--- config.mk ---
export PLATFORM = sky130hd
export DESIGN_NAME = mcp41hv51_spi_target
export DESIGN_NICKNAME = d
export VERILOG_FILES = /design/src/rtl/mcp41hv51_spi_target.sv
export SDC_FILE = /design/constraint.sdc
export NUM_CORES = 1
export LEC_CHECK = 0
export CORE_MARGIN = 4
export CORE_UTILIZATION = 55
export CTS_CLUSTER_DIAMETER = 60
export DETAILED_ROUTE_END_ITERATION = 10
export GPL_ROUTABILITY_DRIVEN = 0
export GPL_TIMING_DRIVEN = 0
export PLACE_DENSITY = 0.81
export SYNTH_ARGS = -nofsm -noshare
export SYNTH_HDL_FRONTEND = slang
export SYNTH_SLANG_ARGS = --single-unit
--- constraint.sdc ---
create_clock -name clk -period 2.9 [get_ports clk]
set_input_delay 0.58 -clock clk [delete_from_list [all_inputs] [get_ports clk]]
set_output_delay 0.58 -clock clk [all_outputs]
set_load 0.01 [all_outputs]
--- src/rtl/mcp41hv51_spi_target.sv ---
// -----------------------------------------------------------------------------
// mcp41hv51_spi_target
// SPI mode-0 target that emulates the volatile register interface of an
// MCP41HV51 digipot. It holds the wiper and TCON registers and decodes the
// write, read, increment and decrement commands. It drives MISO during reads
// and latches a sticky error when a command is malformed. Every SPI pin is
// oversampled on clk, so no logic runs on SCK.
//
// Ports
//   clk          system clock, at least 8x the SCK frequency
//   reset        asynchronous, active-high; returns all state to reset values
//   spi_cs_n     chip select, active low
//   spi_sck      SPI clock (CPOL=0, CPHA=0)
//   spi_mosi     serial data in, MSB first
//   spi_miso     serial data out (idles high)
//   wiper_value  current wiper register
//   tcon_value   current TCON register
//   wiper_update one-cycle pulse whenever wiper_value changes
//   cmd_err      sticky malformed-command flag, cleared only by reset
// -----------------------------------------------------------------------------
module mcp41hv51_spi_target #(
    parameter logic [7:0] DEFAULT_WIPER = 8'd128,
    parameter logic [7:0] DEFAULT_TCON  = 8'hFF
) (
    input  logic       clk,
    input  logic       reset,
    input  logic       spi_cs_n,
    input  logic       spi_sck,
    input  logic       spi_mosi,
    output logic       spi_miso,
    output logic [7:0] wiper_value,
    output logic [7:0] tcon_value,
    output logic       wiper_update,
    output logic       cmd_err
);

    localparam int unsigned BYTE_W = 8;
    localparam int unsigned CNT_W  = 3;

    localparam logic [3:0] ADDR_WIPER = 4'h0;
    localparam logic [3:0] ADDR_TCON  = 4'h4;

    localparam logic [1:0] OP_WRITE = 2'b00;
    localparam logic [1:0] OP_INC   = 2'b01;
    localparam logic [1:0] OP_DEC   = 2'b10;
    localparam logic [1:0] OP_READ  = 2'b11;

    typedef enum logic [1:0] {
        IDLE = 2'd0,
        CMD  = 2'd1,
        DATA = 2'd2,
        HALT = 2'd3
    } state_t;

    state_t state;
    state_t state_nxt;

    // Pin synchronisers: two flops per pin, plus a third stage for edge detection.
    // The cs_n chain resets low. A frame that is still in flight when reset is
    // released then shows no falling edge, and CMD is entered only after cs_n
    // has gone high and come back low.
    logic [2:0] cs_pipe;
    logic [2:0] sck_pipe;
    logic [1:0] mosi_pipe;

    always_ff @(posedge clk or posedge reset) begin
        if (reset) begin
            cs_pipe   <= '0;
            sck_pipe  <= '0;
            mosi_pipe <= '0;
        end else begin
            cs_pipe   <= {cs_pipe[1:0], spi_cs_n};
            sck_pipe  <= {sck_pipe[1:0], spi_sck};
            mosi_pipe <= {mosi_pipe[0], spi_mosi};
        end
    end

    logic cs_fall;
    logic cs_rise;
    logic sck_rise;
    logic sck_fall;
    logic mosi_bit;

    assign cs_fall  =  cs_pipe[2]  & ~cs_pipe[1];
    assign cs_rise  = ~cs_pipe[2]  &  cs_pipe[1];
    assign sck_rise = ~sck_pipe[2] &  sck_pipe[1];
    assign sck_fall =  sck_pipe[2] & ~sck_pipe[1];
    assign mosi_bit =  mosi_pipe[1];

    // Datapath registers
    logic [CNT_W-1:0]  bit_cnt;
    logic [BYTE_W-2:0] shift_in;
    logic [BYTE_W-1:0] tx_shift;
    logic [3:0]        addr_q;
    logic              rd_mode;

    logic [CNT_W-1:0]  bit_cnt_nxt;
    logic [BYTE_W-2:0] shift_in_nxt;
    logic [BYTE_W-1:0] tx_shift_nxt;
    logic [3:0]        addr_nxt;
    logic              rd_mode_nxt;
    logic              miso_nxt;
    logic [7:0]        wiper_nxt;
    logic [7:0]        tcon_nxt;
    logic              update_nxt;
    logic              err_nxt;

    // The byte as it will stand once the bit sampled on this sck_rise is added
    logic [BYTE_W-1:0] rx_byte;
    logic [3:0]        rx_addr;
    logic [1:0]        rx_op;
    logic              last_bit;
    logic              cmd_ok;

    assign rx_byte  = {shift_in, mosi_bit};
    assign rx_addr  = rx_byte[7:4];
    assign rx_op    = rx_byte[3:2];
    assign last_bit = (bit_cnt == CNT_W'(BYTE_W - 1));
    // The wiper accepts every opcode. TCON accepts only write and read.
    assign cmd_ok   = (rx_addr == ADDR_WIPER) ||
                      ((rx_addr == ADDR_TCON) && ((rx_op == OP_WRITE) || (rx_op == OP_READ)));

    // State register
    always_ff @(posedge clk or posedge reset) begin
        if (reset) begin
            state <= IDLE;
        end else begin
            state <= state_nxt;
        end
    end

    // Next-state logic
    always_comb begin
        state_nxt = state;
        if (cs_rise) begin
            state_nxt = IDLE;
        end else begin
            case (state)
                IDLE: begin
                    if (cs_fall) begin
                        state_nxt = CMD;
                    end
                end
                CMD: begin
                    if (sck_rise && last_bit) begin
                        if (!cmd_ok) begin
                            state_nxt = HALT;
                        end else if ((rx_op == OP_WRITE) || (rx_op == OP_READ)) begin
                            state_nxt = DATA;
                        end
                    end
                end
                DATA: begin
                    if (sck_rise && last_bit) begin
                        state_nxt = CMD;
                    end
                end
                HALT: begin
                    state_nxt = HALT;
                end
                default: begin
                    state_nxt = IDLE;
                end
            endcase
        end
    end

    // Output and datapath next-values
    always_comb begin
        bit_cnt_nxt  = bit_cnt;
        shift_in_nxt = shift_in;
        tx_shift_nxt = tx_shift;
        addr_nxt     = addr_q;
        rd_mode_nxt  = rd_mode;
        miso_nxt     = spi_miso;
        wiper_nxt    = wiper_value;
        tcon_nxt     = tcon_value;
        update_nxt   = 1'b0;
        err_nxt      = cmd_err;

        if (cs_rise) begin
            // A partial byte is dropped without any side effect
            miso_nxt = 1'b1;
        end else begin
            case (state)
                IDLE: begin
                    miso_nxt = 1'b1;
                    if (cs_fall) begin
                        bit_cnt_nxt  = '0;
                        shift_in_nxt = '0;
                    end
                end
                CMD: begin
                    if (sck_fall) begin
                        miso_nxt = 1'b1;
                    end
                    if (sck_rise) begin
                        shift_in_nxt = rx_byte[BYTE_W-2:0];
                        bit_cnt_nxt  = bit_cnt + CNT_W'(1);   // wraps to 0 after the 8th bit
                        if (last_bit) begin
                            addr_nxt    = rx_addr;
                            rd_mode_nxt = (rx_op == OP_READ);
                            if (!cmd_ok) begin
                                err_nxt = 1'b1;
                            end else if (rx_op == OP_READ) begin
                                tx_shift_nxt = (rx_addr == ADDR_TCON) ? tcon_value : wiper_value;
                            end else if (rx_op == OP_INC) begin
                                if (wiper_value != 8'hFF) begin
                                    wiper_nxt  = wiper_value + 8'd1;
                                    update_nxt = 1'b1;
                                end
                            end else if (rx_op == OP_DEC) begin
                                if (wiper_value != 8'h00) begin
                                    wiper_nxt  = wiper_value - 8'd1;
                                    update_nxt = 1'b1;
                                end
                            end
                        end
                    end
                end
                DATA: begin
                    // The first falling edge here is the 8th edge of the command byte.
                    // The read MSB therefore appears before the first data-byte rise.
                    if (sck_fall) begin
                        if (rd_mode) begin
                            miso_nxt     = tx_shift[BYTE_W-1];
                            tx_shift_nxt = {tx_shift[BYTE_W-2:0], 1'b0};
                        end else begin
                            miso_nxt = 1'b1;
                        end
                    end
                    if (sck_rise) begin
                        shift_in_nxt = rx_byte[BYTE_W-2:0];
                        bit_cnt_nxt  = bit_cnt + CNT_W'(1);
                        if (last_bit && !rd_mode) begin
                            if (addr_q == ADDR_WIPER) begin
                                wiper_nxt  = rx_byte;
                                update_nxt = (rx_byte != wiper_value);
                            end else begin
                                tcon_nxt = rx_byte;
                            end
                        end
                    end
                end
                HALT: begin
                    miso_nxt = 1'b1;
                end
                default: begin
                    miso_nxt = 1'b1;
                end
            endcase
        end
    end

    // Datapath and output registers
    always_ff @(posedge clk or posedge reset) begin
        if (reset) begin
            bit_cnt      <= '0;
            shift_in     <= '0;
            tx_shift     <= '0;
            addr_q       <= '0;
            rd_mode      <= 1'b0;
            spi_miso     <= 1'b1;
            wiper_value  <= DEFAULT_WIPER;
            tcon_value   <= DEFAULT_TCON;
            wiper_update <= 1'b0;
            cmd_err      <= 1'b0;
        end else begin
            bit_cnt      <= bit_cnt_nxt;
            shift_in     <= shift_in_nxt;
            tx_shift     <= tx_shift_nxt;
            addr_q       <= addr_nxt;
            rd_mode      <= rd_mode_nxt;
            spi_miso     <= miso_nxt;
            wiper_value  <= wiper_nxt;
            tcon_value   <= tcon_nxt;
            wiper_update <= update_nxt;
            cmd_err      <= err_nxt;
        end
    end

endmodule
==> run_results.csv <==
group,metric,value,unit
status,outcome,"complete, no violations",
floorplan,fp.dieW,81.8,um
synth,synthCells,295,
timing,timing.fmax,364,MHz
final_layout,fin_cells,398,
placed_design,dp_hpwl,4900,um
timing,clock_skew,0.0132,ns
routing,vias,2351,
global_routing,antenna_found_initial,0,
timing,tightest_slew,0.507,ns
critical_path,cp.required,3.09,ns
floorplan,ios,24,
routing,drtIter0Drc,101,
critical_path,crit_path_top_delay_cell,"dfrtp_2",
routing,wl_per_cell,17.1,um
synth,ys_ff_latch,52,
routing,routed_wirelength,6810,um
global_routing,grt_pass1_vias,2287,
final_layout,fin_util,67.1,%
critical_path,reg2reg_slack,0.15,ns
global_routing,grt_pass1_wl,11000,um
timing,slew_violations,0,
final_layout,drive_gt1_share,19.2,%
clock_network,cts_tree,"yes",
timing,fin_ws,0.154,ns
placed_design,placed_cells,389,
synth,synth.area.top_cells,"dfrtp_1, dfstp_2, mux2_2",
clock_network,h-tree-depth,2,
critical_path,worstPathMaxFanout,9,
timing,fin_crit_sh,94.7,%
critical_path,critPathArrivalTime,2.94,ns
final_layout,area_growth,16.6,%
clock_network,clk_path_buf_depth,2,
synth,synth.distinct_cells,51,
critical_path,r2r_end,"wiper_value[6]",
synth,synth_top_area_share,35.1,%
critical_path,start_kind,"flip-flop",
floorplan,core,5200,sq um
synth,synth-seq-area-share,43.9,%
critical_path,critPathKind,"flip-flop to flip-flop",
timing,hold_violations,0,
final_layout,diodes,0,
synth,syn_avg_cell_area,10.2,sq um
global_routing,grt_use_total,21.7,%
synth,yosys_warnings,0,
final_layout,fin_nets,350,
clock_network,cts-buffers-inserted,5,
placed_design,port_buffers,23,
pwr,p_per_area,1100,nW/um^2
run,drv_cap,0,
clock_network,cts_sinks,52,
floorplan,die_area,6690,sq um
clock_network,cts-root-buf,"clkbuf_8",
hold_path,hold_class,"flip-flop to flip-flop",
routing,viasPerCell,5.91,
critical_path,reg2reg_depth,10,
global_routing,grt_max_degree,39,
synth,synth_flop_cell,"dfrtp_1",
synth,synth_area,3000,sq um
routing,ant_nets,0,
critical_path,crit-reg2reg-launch,"shift_in[2]",
clock_network,insertion_delay,0.31,ns
hold_path,holdPathEnd,"mosi_pipe[1]",
floorplan,die_h,81.8,um
critical_path,slowest_delay,0.47,ns
routing,drcViolationCount,0,
floorplan,rows,26,
critical_path,path_cells,"inv_1 > ha_4 > clkinvlp_4 > buf_4 > fa_1 > a21o_1 > a221o_1 > nand3_1 > nand3b_1 > mux2_4",
global_routing,overflow,0,
final_layout,n_fill_cell,428,
timing,setup_violations,0,
clock_network,clk_pin_slew,0.09,ns
critical_path,end_kind,"flip-flop",
synth,yosysTopAreaCell,"dfrtp_1",
placed_design,dp_slack,-0.0545,ns
pwr,p_leak,1.46,nW
timing,fin_crit,2.75,ns
timing,slew_headroom,66.2,%
hold_path,min_from,"mosi_pipe[0]",
floorplan,start_util,57.5,%
synth,synthArstFlopShare,100,%
hold_path,hold_path_depth,0,
pwr,vdd_drop_max,0.900,mV
routing,drtPass1Iterations,4,
synth,synth_edf_count,0,
pwr,finalPower,3.84,mW
synth,synthesis.nets,318,
[logic make-up after synthesis]
logic type                 after synthesis  synth area share (%)
adders and majority gates               18                  7.77
AOI/OAI and AO/OA                       66                  13.6
DFF                                     52                  43.9
muxes                                   36                  14.0
buffers and inverters                   27                  3.68
and+or+nand+nor                         85                  13.8
xor gates and xnor gates                11                  3.22
[power breakdown]
part	switching [mW]	internal, mW	total, mW	leakage (nW)
registers	0.285	0.909	1.19	0.635
logic	1.14	1.10	2.24	0.779
clock network	0.235	0.169	0.405	0.0412
total	1.66	2.18	3.84	1.46
[through the flow]
step	TNS (ns)	cell area [sq um]	hold WS, ns
2_1_floorplan	0	3000	0.331
3_3_place_gp	0	3310	0.334
4_1_cts	0	3420	0.356
5_1_grt	-0.0129	3490	0.361
3_5_place_dp	-0.0913	3330	0.336
6_report	0	3490	0.353
[state kept, by name (all words and copies together) (netlist names)]
signal / flops
cs_pipe: 3
state: 2
mosi_pipe: 2
shift_in: 7
bit_cnt: 3
tx_shift: 8
tcon_value: 8
cmd_err: 1
rd_mode: 1
wiper_update: 1
wiper_value: 8
addr_q: 4
sck_pipe: 3
spi_miso: 1
[area by class of cell]
type,instances,area [sq um],area share [%]
clock buffer,6,72.6,2.08
multi-input combinational,216,1630,46.6
tap,70,87.6,2.51
buffer,12,53.8,1.54
sequential,52,1320,37.7
timing repair buffer,26,265,7.59
inverter,14,56.3,1.61
clock inverter,2,12.5,0.358
[cell usage in the layout (no fill, tap or decap), drive strengths merged, types with 2 or more instances in the layout]
master         count
dfrtp             42
nand2             41
o21ai             32
mux2              27
clkdlybuf4s50     23
ha                17
clkbuf            15
inv               13
dfstp             10
nor2               9
mux2i              9
nor3               8
a21oi              7
xor2               7
buf                6
o31ai              5
a211oi             5
xnor2              4
a21o               3
or3                3
nand3              3
and3               3
nor4               3
nand3b             2
or4                2
o22ai              2
nand4              2
and2               2
nand2b             2
clkinvlp           2
a22oi              2
a31o               2
or3b               2
[cell usage after synthesis, types with 2 or more instances]
cell       n
a211oi_1   5
a21o_1     3
a21oi_1    7
a22oi_1    2
and2_1     2
and3_1     3
clkbuf_1  10
dfrtp_1   42
dfstp_2   10
ha_1      17
inv_1     14
mux2_2    20
mux2_4     7
mux2i_1    9
nand2_1   41
nand2b_1   2
nand3_1    3
nand3b_1   2
nand4_1    2
nor2_1     9
nor3_1     8
nor4_1     2
o21ai_0   28
o21ai_1    3
o22ai_1    2
o31ai_1    5
or3_1      3
or4_1      2
xnor2_1    4
xor2_1     7
[metal layers]
| layer | wire length, um | vias up | share of wire (%) | GRT usage [%] |
|---|---|---|---|---|
| li1 | - | 1115 | - | - |
| met1 | 3060 | 1153 | 45 | 29.2 |
| met2 | 3290 | 68 | 48 | 35.9 |
| met3 | 330 | 15 | 4.8 | 3.29 |
| met4 | 127 | 0 | 1.9 | 7.14 |
| met5 | 0 | - | 0 | 0 |
[timing repair]
action                     in CTS  in global routing
resized for setup               1                  9
buffers inserted                0                  2
setup endpoints to repair       2                  2
hold buffers                    0                  0
[critical path, delay by kind of cell (launching register included)]
family	cells	cell delay, ns
adders and majority gates	2	0.61
buffers and inverters	3	0.60
AOI/OAI and AO/OA	2	0.52
DFF	1	0.47
muxes	1	0.26
and+or+nand+nor	2	0.18
[how the worst max path moves through the flow]
| stage | startpoint | endpoint | slack [ns] | depth (start not counted) |
|---|---|---|---|---|
| 2_1_floorplan | shift_in[2] | wiper_value[7] | 0.35 | 10 |
| 3_3_place_gp | shift_in[1] | wiper_value[7] | 0.01 | 9 |
| 3_5_place_dp | shift_in[1] | wiper_value[7] | -0.05 | 9 |
| 4_1_cts | shift_in[2] | wiper_value[7] | 0.08 | 9 |
| 5_1_grt | shift_in[2] | wiper_value[7] | -0.01 | 9 |
| 6_report | shift_in[2] | wiper_value[6] | 0.15 | 10 |
Power figures use the tool's default switching activity.
==> variant 1 (config.mk and constraints unchanged) <==
Remove the register `wiper_update`: a continuous assignment takes its place, so the output `wiper_update` follows one clock earlier. Comments in the files are not updated.
--- a/src/rtl/mcp41hv51_spi_target.sv
+++ b/src/rtl/mcp41hv51_spi_target.sv
@@ -263,7 +263,6 @@
             spi_miso     <= 1'b1;
             wiper_value  <= DEFAULT_WIPER;
             tcon_value   <= DEFAULT_TCON;
-            wiper_update <= 1'b0;
             cmd_err      <= 1'b0;
         end else begin
             bit_cnt      <= bit_cnt_nxt;
@@ -274,9 +273,10 @@
             spi_miso     <= miso_nxt;
             wiper_value  <= wiper_nxt;
             tcon_value   <= tcon_nxt;
-            wiper_update <= update_nxt;
             cmd_err      <= err_nxt;
         end
     end
 
+    assign wiper_update = update_nxt;
+
 endmodule
Behaviour: same outputs for any inputs over 10 cycles, from zero or initial values and one cycle with reset high; that may be too few to reach the edited logic, so the function may still have changed.
==> variant 1 against the original RTL <==
- clock power grew 7.7%
- register-to-register slack better by 290 ps
- worst setup slack worse by 8.8 ps
- routed wire length decreased by 8.3%
- sequential cell count decreased by 1
- synthesized area down 1.5%
- design area is 1.3% lower
- die area shrank 1.3%
- sequential share of layout area decreased by 0.23 points
- critical path depth is 2 lower
- combinational power is 3% lower
- cell count decreased by 2.5%
- power down 1.5%
- critical path type is now reg2out
- critical endpoint is now wiper_update
- highest routed layer unchanged
==> variant 1: results (changes against the original RTL) <==
status complete, no violations; commonest cells in the netlist dfrtp_1, nand2_1, o21ai_0; Num CTS Buffers 5 (unchanged); GRT Util Overall 21.0% (-0.77 points); Leak 1.47 nW (+1.3%); sequential share of the synthesized area 43.7% (-0.20 points); first-pass GRT wire length 10600 um (-3.6%); hold crit path type reg2reg; Worst Path Max Fanout 6 (-3); Top Registers tcon_value (8), tx_shift (8), wiper_value (8); largest net degree at the start of global routing 38 (-2.6%); Layout Skew 5.26 ps (-7.99 ps); H-tree levels 2 (unchanged); Synth warnings 0 (unchanged); max_slew headroom 49.9% (-16 points); Antenna Cells 0 (unchanged); Cell Area, Placed 3290 um2 (-1.3%); syn_nets 305 (-4.1%); IO Port Bufs 23 (unchanged); CP max stage delay 450 ps (-20 ps); Via density 5.80 (-1.7%); HPWL Detailed 4530 um (-7.5%); initial antenna violation count 0 (unchanged); Final nets 340 (-2.9%); Worst Setup SP shift_in[2]$_DFFE_PP0P_; CTS max path bufs 2 (unchanged); clk_lat worst skew 310 ps (about the same); Synth async-reset ratio 100% (unchanged); Clk pin slew, worst setup/hold paths 90 ps (about the same); root buffer cell clkbuf_8; Peak VDD IR 0.581 mV (-35%); number of global-route vias before repair 2233 (-2.4%); CP max-delay cell or4_4; top post-synthesis cells by area dfrtp_1, dfstp_2, mux2_2; Critical Path AT 2170 ps (-770 ps); number of library cell types mapped by synthesis 47 (-7.8%); Initial DRC Count 151 (+50%); WL final 6250 um (-8.3%); First-pass DRT Iterations 4 (unchanged); share of layout cells above drive strength 1 20.8% (+1.5 points)
[variant 1: logic make-up (layout without fill, tap and decap cells)]
logic type	Yosys count	count (layout)	share of synthesized area [%]
XOR/XNOR	12	12	3.56
adder cells (fa/ha/maj)	18	18	7.88
multiplexers	36	36	13.9
buffers and inverters	21	57	2.71
flip-flops	51	51	43.7
AO/OA/AOI/OAI	50	50	10.5
AND/OR/NAND/NOR	94	94	17.8
[variant 1: layout make-up]
| class | count | area [um2] |
|---|---|---|
| Tap cell | 70 | 87.6 |
| Inverter | 12 | 45.0 |
| Multi-Input combinational cell | 210 | 1610 |
| Sequential cell | 51 | 1290 |
| Clock inverter | 2 | 16.3 |
| Fill cell | 447 | 1690 |
| Buffer | 9 | 42.5 |
| Timing Repair Buffer | 28 | 275 |
| Clock buffer | 6 | 82.6 |
[variant 1: final timing paths]
| kind | endpoint | slack (ps) | cells past startpoint |
|---|---|---|---|
| worst max-delay path | wiper_update | 150 | 8 |
| worst min-delay path | mosi_pipe[1]$_DFF_PP0_ | 360 | 0 |
| worst max register to register | wiper_value[7]$_DFFE_PP1P_ | 440 | 9 |
| worst min register to register | mosi_pipe[1]$_DFF_PP0_ | 360 | 0 |
| max in group asynchronous | tcon_value[6]$_DFFE_PP1P_ | 1800 | 3 |
| min in group asynchronous | tx_shift[2]$_DFFE_PP0P_ | 540 | 2 |
[variant 1: power breakdown]
| group | switching, mW | internal (mW) | total, mW | leakage, nW |
|---|---|---|---|---|
| Sequential | 0.259 | 0.903 | 1.16 | 0.617 |
| Combinational | 1.12 | 1.06 | 2.18 | 0.809 |
| Clock | 0.241 | 0.195 | 0.436 | 0.0474 |
[variant 1: through the flow]
stage / setup TNS [ps] / utilization [%] / instances / setup WS [ps]
floorplan: 0 / - / 282 / 553
global placement: -276 / 63.6 / 375 / -276
detailed placement: -299 / 64.0 / 376 / -299
CTS: 0 / 66.7 / 387 / 2.62
global route: 0 / 67.1 / 388 / 64.2
finish: 0 / 67.1 / 388 / 145
[variant 1: repair_timing]
action	4_1_cts	5_1_grt
pin swaps	1	2
hold buffers	0	0
gates resized for setup	10	5
setup buffers	3	1
endpoints found under the setup margin	1	1
[variant 1: critical path: cells and delay by family (launching register included)]
family                   cells  cell delay, ps
adder cells (fa/ha/maj)      1             260
flip-flops                   1             420
AND/OR/NAND/NOR              5             970
buffers and inverters        2             220
[variant 1: routing by layer]
metal	vias up	global-route usage [%]	wire (um)
li1	1066	-	-
met1	1102	26.5	2690
met2	72	36.1	3070
met3	12	3.99	375
met4	0	6.59	114
met5	-	0	0
==> variant 2 (config.mk and constraints unchanged) <==
Without the edit above. Set the localparam `CNT_W` to 6 (it was 3).
--- a/src/rtl/mcp41hv51_spi_target.sv
+++ b/src/rtl/mcp41hv51_spi_target.sv
@@ -35,7 +35,7 @@
 );
 
     localparam int unsigned BYTE_W = 8;
-    localparam int unsigned CNT_W  = 3;
+    localparam int unsigned CNT_W  = 6;
 
     localparam logic [3:0] ADDR_WIPER = 4'h0;
     localparam logic [3:0] ADDR_TCON  = 4'h4;
Behaviour: no difference found for any inputs over 10 cycles, from zero or initial values and one cycle with reset high; that may be too few to reach the edited logic, so the function may still have changed.
==> variant 2 against the original RTL <==
- synthesized cell count down 3.7%
- routed wire length fell by 5.0%
- sequential cell count is 3 higher
- clock skew is 1.9 ps lower
- power down 19%
- synthesized area grew 3.1%
- worst setup slack better by 55 ps
- combinational power down 31%
- design area increased by 1.2%
- worst hold slack better by 1.3 ps
- critical endpoint unchanged
- largest power group unchanged
- highest routed layer unchanged
==> variant 2: results (changes against the original RTL) <==
GRT Util Overall 19.8% (-2.0 points); WL final 6470 um (-5.0%); GR Layer Usage met2 31.1% (-4.8 points); status complete, no violations; max_slew headroom 27.6% (-39 points); syn_nets 306 (-3.8%); largest net degree at the start of global routing 34 (-13%); Mapped Cells 284 (-3.7%); CP max-delay cell dfrtp_1; commonest cells in the netlist dfrtp_1, nor2_1, nand2_1; Crit path max-delay family compound AO/OA/AOI/OAI gates; share of layout cells above drive strength 1 13.6% (-5.6 points); first-pass GRT wire length 11100 um (+0.93%); Num CTS Buffers 5 (unchanged); top post-synthesis cells by area dfrtp_1, dfstp_2, ha_1; met1 usage 26.4% (-2.8 points); hold crit path type reg2reg; Worst Path Max Fanout 8 (-1); Top Registers tcon_value (8), tx_shift (8), wiper_value (8); number of global-route vias before repair 2294 (+0.31%); Critical Path AT 2890 ps (-50 ps); post-DR wirelength/cell 16.7 um (-2.6%); First-pass DRT Iterations 4 (unchanged); number of library cell types mapped by synthesis 54 (+5.9%); grt met3 use 4.27% (+0.98 points); CTS max path bufs 2 (unchanged); Cell Area, Placed 3430 um2 (+2.9%); HPWL Detailed 4740 um (-3.2%); Initial DRC Count 235 (+130%); post-cts resize count 0 (-1); Layout Skew 11.3 ps (-1.93 ps); Leak 1.53 nW (+5.0%); Crit Path Category reg2reg; Via density 5.94 (+0.61%); Cells after DPL 380 (-2.3%); Clk pin slew, worst setup/hold paths 90 ps (about the same); Final nets 337 (-3.7%); sequential share of the synthesized area 45.0% (+1.1 points); Peak VDD IR 0.399 mV (-56%); root buffer cell clkbuf_8; CP max stage delay 490 ps (+20 ps)
variant 2: area by class of cell:
cell class,instances,area [um2]
Clock buffer,6,72.6
Timing Repair Buffer,24,250
Sequential cell,55,1390
Fill cell,420,1940
Multi-Input combinational cell,201,1600
Buffer,11,57.6
Tap cell,72,90.1
Inverter,17,63.8
Clock inverter,2,12.5
variant 2: kinds of logic (layout without fill, tap and decap cells):
family	count (synthesis)	count (layout)	share of synthesized area (%)
buffers and inverters	28	60	3.93
flip-flops	55	55	45.0
AO/OA/AOI/OAI	62	62	14.8
multiplexers	30	30	11.6
adder cells (fa/ha/maj)	17	17	7.13
XOR/XNOR	17	17	4.82
AND/OR/NAND/NOR	75	75	12.8
variant 2: final timing paths:
check,from,endpoint,slack [ps],cells after the start
min,sck_pipe[0]$_DFF_PP0_,sck_pipe[1]$_DFF_PP0_,350,0
max,shift_in[2]$_DFFE_PP0P_,wiper_value[6]$_DFFE_PP0P_,210,9
min in group asynchronous,reset,state[1]$_DFFE_PP0P_,590,2
max in group asynchronous,reset,wiper_value[7]$_DFFE_PP1P_,1690,3
max reg2reg,shift_in[2]$_DFFE_PP0P_,wiper_value[6]$_DFFE_PP0P_,210,9
min reg2reg,sck_pipe[0]$_DFF_PP0_,sck_pipe[1]$_DFF_PP0_,350,0
variant 2: per-stage QoR:
stage                     worst slack [ps]  hold slack [ps]  utilization [%]
after floorplan                        452              331                -
after global placement                32.9              332             62.3
after detailed placement              88.4              335             62.6
after CTS                             26.6              357             64.2
after global routing                  47.3              361             64.6
final                                  210              355             64.6
variant 2: power by group:
part	switching (mW)	internal, mW
Clock	0.253	0.169
Combinational	0.798	0.747
Sequential	0.215	0.918
variant 2: routing by layer:
| metal | vias up | wire length, um |
|---|---|---|
| li1 | 1095 | - |
| met1 | 1138 | 2980 |
| met3 | 16 | 316 |
| met4 | 0 | 128 |
| met5 | - | 0 |
| met2 | 57 | 3040 |
